### src/rtl/dm_arbiter_pkg.sv
// ---------------------------------------------------------------------------
// dm_arbiter_pkg
// Shared definitions for the CPU/DMA memory arbiter:
//   - FSM state encoding (IDLE, ACC0, ACC1)
//   - port index constants used by the round-robin pointer
//   - default width of the port-1 burst length field
// ---------------------------------------------------------------------------
package dm_arbiter_pkg;

    localparam logic [1:0] ST_IDLE = 2'd0;
    localparam logic [1:0] ST_ACC0 = 2'd1;
    localparam logic [1:0] ST_ACC1 = 2'd2;

    localparam logic PORT0 = 1'b0;
    localparam logic PORT1 = 1'b1;

    localparam int LW_DEFAULT = 3;

endpackage : dm_arbiter_pkg

### src/rtl/dm_rr_pick.sv
// ---------------------------------------------------------------------------
// dm_rr_pick
// Two-way round-robin pick. A single requester always wins; when both
// request, the port that was not granted last wins.
// Ports:
//   req[1:0]  in   request vector (bit 0 = port 0, bit 1 = port 1)
//   last      in   index of the port granted most recently
//   gnt[1:0]  out  one-hot winner, all-zero when nobody requests
// ---------------------------------------------------------------------------
module dm_rr_pick
    import dm_arbiter_pkg::*;
(
    input  logic [1:0] req,
    input  logic       last,
    output logic [1:0] gnt
);

    always_comb begin
        // NOTE: default first so every path assigns gnt and no latch is inferred.
        gnt = 2'b00;
        case (req)
            2'b01:   gnt = 2'b01;
            2'b10:   gnt = 2'b10;
            2'b11:   gnt = (last == PORT1) ? 2'b01 : 2'b10;
            default: gnt = 2'b00;
        endcase
    end

endmodule : dm_rr_pick

### src/rtl/dm_arbiter.sv
// ---------------------------------------------------------------------------
// dm_arbiter
// Arbitrates a single-ported memory between a CPU port (port 0, single
// accesses) and a DMA port (port 1, single writes or read bursts of up to
// 2^LW words). A command is accepted combinationally in IDLE, latched on
// the grant edge, and replayed to the memory from the latched copy.
// Ports:
//   CLK, Reset                   clock, async active-low reset
//   Req0/Wr0/A0/WD0              port-0 command
//   Gnt0, RValid0, RD0           port-0 accept strobe and read return
//   Req1/Wr1/A1/WD1/Len1         port-1 command (Len1 = read beats - 1)
//   Gnt1, RValid1, RD1, Done1    port-1 accept, read return, completion
//   MemWr/MemA/MemWD, MemRD      memory side (MemRD combinational from MemA)
// ---------------------------------------------------------------------------
module dm_arbiter
    import dm_arbiter_pkg::*;
#(
    parameter int AW = 32,
    parameter int DW = 32,
    parameter int LW = LW_DEFAULT
) (
    input  logic          CLK,
    input  logic          Reset,
    input  logic          Req0,
    input  logic          Wr0,
    input  logic [AW-1:0] A0,
    input  logic [DW-1:0] WD0,
    output logic          Gnt0,
    output logic          RValid0,
    output logic [DW-1:0] RD0,
    input  logic          Req1,
    input  logic          Wr1,
    input  logic [AW-1:0] A1,
    input  logic [DW-1:0] WD1,
    input  logic [LW-1:0] Len1,
    output logic          Gnt1,
    output logic          RValid1,
    output logic [DW-1:0] RD1,
    output logic          Done1,
    output logic          MemWr,
    output logic [AW-1:0] MemA,
    output logic [DW-1:0] MemWD,
    input  logic [DW-1:0] MemRD
);

    logic [1:0]    state;
    logic          last;      // port granted most recently
    logic          cmd_wr;
    logic [AW-1:0] cmd_a;     // current beat address
    logic [DW-1:0] cmd_wd;
    logic [LW-1:0] cmd_cnt;   // beats remaining after the current one
    logic [1:0]    pick;
    logic          idle;
    logic          busy;

    dm_rr_pick u_pick (
        .req  ({Req1, Req0}),
        .last (last),
        .gnt  (pick)
    );

    assign idle = (state == ST_IDLE);
    assign busy = !idle;

    // Grants are combinational from the requests, so they are also gated by
    // Reset to make every output read zero while reset is held.
    assign Gnt0 = Reset & idle & pick[0];
    assign Gnt1 = Reset & idle & pick[1];

    // Memory side is driven only from the latched command; zero in IDLE.
    assign MemWr = busy & cmd_wr;
    assign MemA  = busy ? cmd_a  : '0;
    assign MemWD = busy ? cmd_wd : '0;

    always_ff @(posedge CLK or negedge Reset) begin
        if (!Reset) begin
            // NOTE: sequential state uses non-blocking assignments so every
            // register samples pre-edge values regardless of statement order.
            state   <= ST_IDLE;
            last    <= PORT1;
            cmd_wr  <= 1'b0;
            cmd_a   <= '0;
            cmd_wd  <= '0;
            cmd_cnt <= '0;
            RValid0 <= 1'b0;
            RD0     <= '0;
            RValid1 <= 1'b0;
            RD1     <= '0;
            Done1   <= 1'b0;
        end else begin
            RValid0 <= 1'b0;
            RValid1 <= 1'b0;
            Done1   <= 1'b0;
            case (state)
                ST_IDLE: begin
                    if (Gnt0) begin
                        state   <= ST_ACC0;
                        cmd_wr  <= Wr0;
                        cmd_a   <= A0;
                        cmd_wd  <= WD0;
                        cmd_cnt <= '0;
                    end else if (Gnt1) begin
                        state   <= ST_ACC1;
                        cmd_wr  <= Wr1;
                        cmd_a   <= A1;
                        cmd_wd  <= WD1;
                        // Writes are always a single beat.
                        cmd_cnt <= Wr1 ? '0 : Len1;
                    end
                end
                ST_ACC0: begin
                    if (!cmd_wr) begin
                        RValid0 <= 1'b1;
                        RD0     <= MemRD;
                    end
                    state <= ST_IDLE;
                    last  <= PORT0;
                end
                ST_ACC1: begin
                    if (!cmd_wr) begin
                        RValid1 <= 1'b1;
                        RD1     <= MemRD;
                    end
                    if (cmd_cnt == '0) begin
                        Done1 <= 1'b1;
                        state <= ST_IDLE;
                        last  <= PORT1;
                    end else begin
                        // Address wraps naturally at 2^AW.
                        cmd_a   <= cmd_a + AW'(4);
                        cmd_cnt <= cmd_cnt - LW'(1);
                    end
                end
                default: state <= ST_IDLE;
            endcase
        end
    end

endmodule : dm_arbiter

### config.mk
export PLATFORM = sky130hd
export DESIGN_NAME = dm_arbiter
export DESIGN_NICKNAME = d
export VERILOG_FILES = /design/src/rtl/dm_arbiter_pkg.sv /design/src/rtl/dm_rr_pick.sv /design/src/rtl/dm_arbiter.sv
export SDC_FILE = /design/constraint.sdc
export NUM_CORES = 1
export LEC_CHECK = 0
export ABC_AREA = 1
export ABC_CLOCK_PERIOD_IN_PS = 2100
export CORE_MARGIN = 2
export CORE_UTILIZATION = 35
export CTS_BUF_LIST = sky130_fd_sc_hd__clkbuf_4
export CTS_CLUSTER_DIAMETER = 200
export DETAILED_ROUTE_END_ITERATION = 10
export GPL_TIMING_DRIVEN = 1
export PLACE_DENSITY = 0.67
export SYNTH_ARGS = -nofsm -noshare
export SYNTH_HDL_FRONTEND = slang
export SYNTH_SLANG_ARGS = --single-unit
### constraint.sdc
create_clock -name CLK -period 2.1 [get_ports CLK]
set_input_delay 0.21 -clock CLK [delete_from_list [all_inputs] [get_ports CLK]]
set_output_delay 0.21 -clock CLK [all_outputs]
set_load 0.05 [all_outputs]
==> results.py <==
metrics = {
    "timing": {
        "maxSlewHeadroom": 0.386,
        "finalSetupTns_ns": 0,
        "max_slew.worst_pin.slew_ns": 0.920,
        "fmax_mhz": 505,
        "fin_skew_ns": 0.0218,
        "finalSetupViolations": 0,
        "period_needed_ns": 1.98,
        "hold_viol_final": 0,
        "slew_violations": 0,
        "finalCritPeriodShare": 0.943,
        "rsz0062_at_grt": "yes",
        "hold_ws_ns": 0.194,
    },
    "die": {
        "io-pin-count": 303,
        "die_w_um": 149,
        "die_h_um": 149,
        "die_area_um2": 22300,
        "rows": 53,
        "initial_core_util": 0.354,
        "coreArea_um2": 20800,
    },
    "setup_path": {
        "cp_slowest_cell": "clkdlybuf4s50_1",
        "critPathKind": "reg2out",
        "cp.depth": 1,
        "worstSetupEndpointType": "primary output",
        "critical_path.top_delay_family": "buffers and inverters",
        "rrSetupSlack_ns": 0.22,
        "cp_max_fo": 2,
        "worst-r2r-cell-count": 10,
        "worst_setup_path_start_kind": "register",
        "cp_cell_sequence": "clkdlybuf4s50_1",
        "crit_buf_inv": 1,
        "crit_required_ns": 1.89,
        "crit_arrival_ns": 1.77,
        "slowest_delay_ns": 0.87,
    },
    "layout": {
        "final_cells": 1613,
        "fin_area_um2": 11100,
        "drive_above_1_share": 0.114,
        "finish.utilization": 0.531,
        "finalNetCount": 1496,
        "syn_to_final_growth_pct": 50.0,
    },
    "power": {
        "p_per_area_nw_per_um2": 1660,
        "leakagePower_nw": 5.42,
        "irDropWorstVdd_uv": 802,
    },
    "grt": {
        "antenna_found_initial": 1,
        "grt_first_pass_wirelength_um": 37900,
        "grt.overflow.total": 0,
        "grt_pass1_vias": 7433,
        "grt_start_max_net_pins": 139,
        "gr-usage-all-layers": 0.216,
    },
    "place": {
        "dp_hpwl_um": 17500,
        "port_buffers": 302,
        "dp_cells": 1574,
        "placed_area_um2": 10700,
        "gp_congestion": 0.886,
    },
    "synth": {
        "synth_cells": 1022,
        "synth_commonest_cells": "nand2_1 (247), inv_1 (146), nor2_1 (139), o21ai_0 (139), dfrtp_1 (137)",
        "synth_ff_type": "dfrtp_1",
        "synth_seq_cells": 138,
        "synth_cell_types": 33,
        "synth_area_um2": 7380,
        "syn_nets": 1194,
        "yosysSeqAreaShare": 0.468,
        "synth_area_leaders": "dfrtp_1 (46%), nand2_1 (13%), o21ai_0 (9.4%)",
        "synth-edff-count": 0,
        "synth.avg_cell_area_um2": 7.22,
        "synth_largest_area_cell": "dfrtp_1",
        "synthMostInstantiatedCell": "nand2_1",
        "async_flop_share": 1.00,
        "synth_warnings": 0,
        "synth_top_area_frac": 0.465,
    },
    "drt": {
        "first_pass_iters": 5,
        "num_vias": 7653,
        "remaining_drc_errors": 0,
        "ant_nets": 0,
        "post_drt_wl_per_cell_um": 15.1,
        "drt_iter0_drc": 435,
        "routed_wl_um": 24300,
        "vias_per_cell": 4.74,
    },
    "hold_path": {
        "hold_depth": 3,
        "hold_path.class": "in2reg",
    },
    "clock_network": {
        "root_buffer": "clkbuf_4",
        "clk_pin_slew_ns": 0.15,
        "cts_max_level": 4,
        "cts_tree": "done",
        "clock_latency_ns": 0.55,
        "numCtsBuffers": 17,
        "clock_sinks": 138,
        "clockBufferDepth": 2,
    },
    "outcome": {
        "status": "finished, final reports clean",
    },
    "run": {
        "drv_cap": 0,
    },
}
-- layout make-up --
type	instances	area (um2)
Fill cell	2079	9760
Sequential cell	138	3450
Timing Repair Buffer	337	3280
Multi-Input combinational cell	678	3120
Inverter	152	583
Tap cell	275	344
Clock inverter	15	155
Clock buffer	17	128
Antenna cell	1	2.50
-- power by group --
group          switching, W  leakage, nW  internal, W
clock               0.00115        0.159     0.000637
combinational       0.00803         3.61      0.00380
sequential         0.000770         1.65      0.00397
total               0.00995         5.42      0.00840
-- per-layer routing --
layer	part of all wire	global-route usage	vias to the layer above
li1	-	-	3839
met1	0.43	0.279	3490
met2	0.47	0.353	291
met3	0.074	0.0557	33
met4	0.020	0.0719	0
met5	0	0	-
-- state kept, by name, summed over array words and instances (netlist names) --
signal	cells
RValid0	1
cmd_cnt	3
last	1
state	2
cmd_wd	32
RValid1	1
cmd_wr	1
Done1	1
cmd_a	32
RD0	32
RD1	32
-- placed cells by master (no fill, tap or decap), drive strengths merged, types with 8 or more instances in the layout --
| cell type | Yosys | final |
|---|---|---|
| nand3b | 13 | 13 |
| nand3 | 52 | 52 |
| o22ai | 8 | 8 |
| a21oi | 20 | 20 |
| a22oi | 32 | 32 |
| clkdlybuf4s50 | 0 | 234 |
| buf | 17 | 101 |
| o21ai | 141 | 141 |
| clkbuf | 37 | 18 |
| inv | 152 | 159 |
| nand2 | 251 | 251 |
| nor2 | 141 | 141 |
| dfrtp | 137 | 137 |
-- through the flow --
| stage | power [W] | setup WS [ns] |
|---|---|---|
| 3_5_place_dp | 0.0166 | 0.0502 |
| 3_3_place_gp | 0.0164 | 0.0477 |
| 4_1_cts | 0.0185 | 0.00422 |
| 6_report | 0.0184 | 0.121 |
| 2_1_floorplan | 0.0125 | 0.327 |
| 5_1_grt | 0.0196 | -0.00794 |
-- cells by family after synthesis --
| group | synth area share |
|---|---|
| AND/OR/NAND/NOR | 0.258 |
| flip-flops | 0.468 |
| XOR/XNOR | 0.00119 |
| AO/OA/AOI/OAI | 0.158 |
| adder cells (fa/ha/maj) | 0.00509 |
| buffers and inverters | 0.110 |
-- final timing paths --
check / startpoint / endpoint
worst min-delay path: WD0[13] / cmd_wd[13]
max in group asynchronous: Reset / RD0[2]
worst min register to register: cmd_wr / RValid1
worst max register to register: cmd_a[2] / cmd_a[20]
min in group asynchronous: Reset / cmd_wd[3]
worst max-delay path: RD1[23] / RD1[23]
-- timing repair --
action                                 4_1_cts  5_1_grt
setup endpoints to repair                   36       17
gates cloned                                 0        1
buffers inserted                             2        3
endpoints found under the hold margin      137        0
gates resized for setup                      9        3
pin swaps                                    1        2
hold buffers                                 1        0
(Power assumes the default switching activity.)
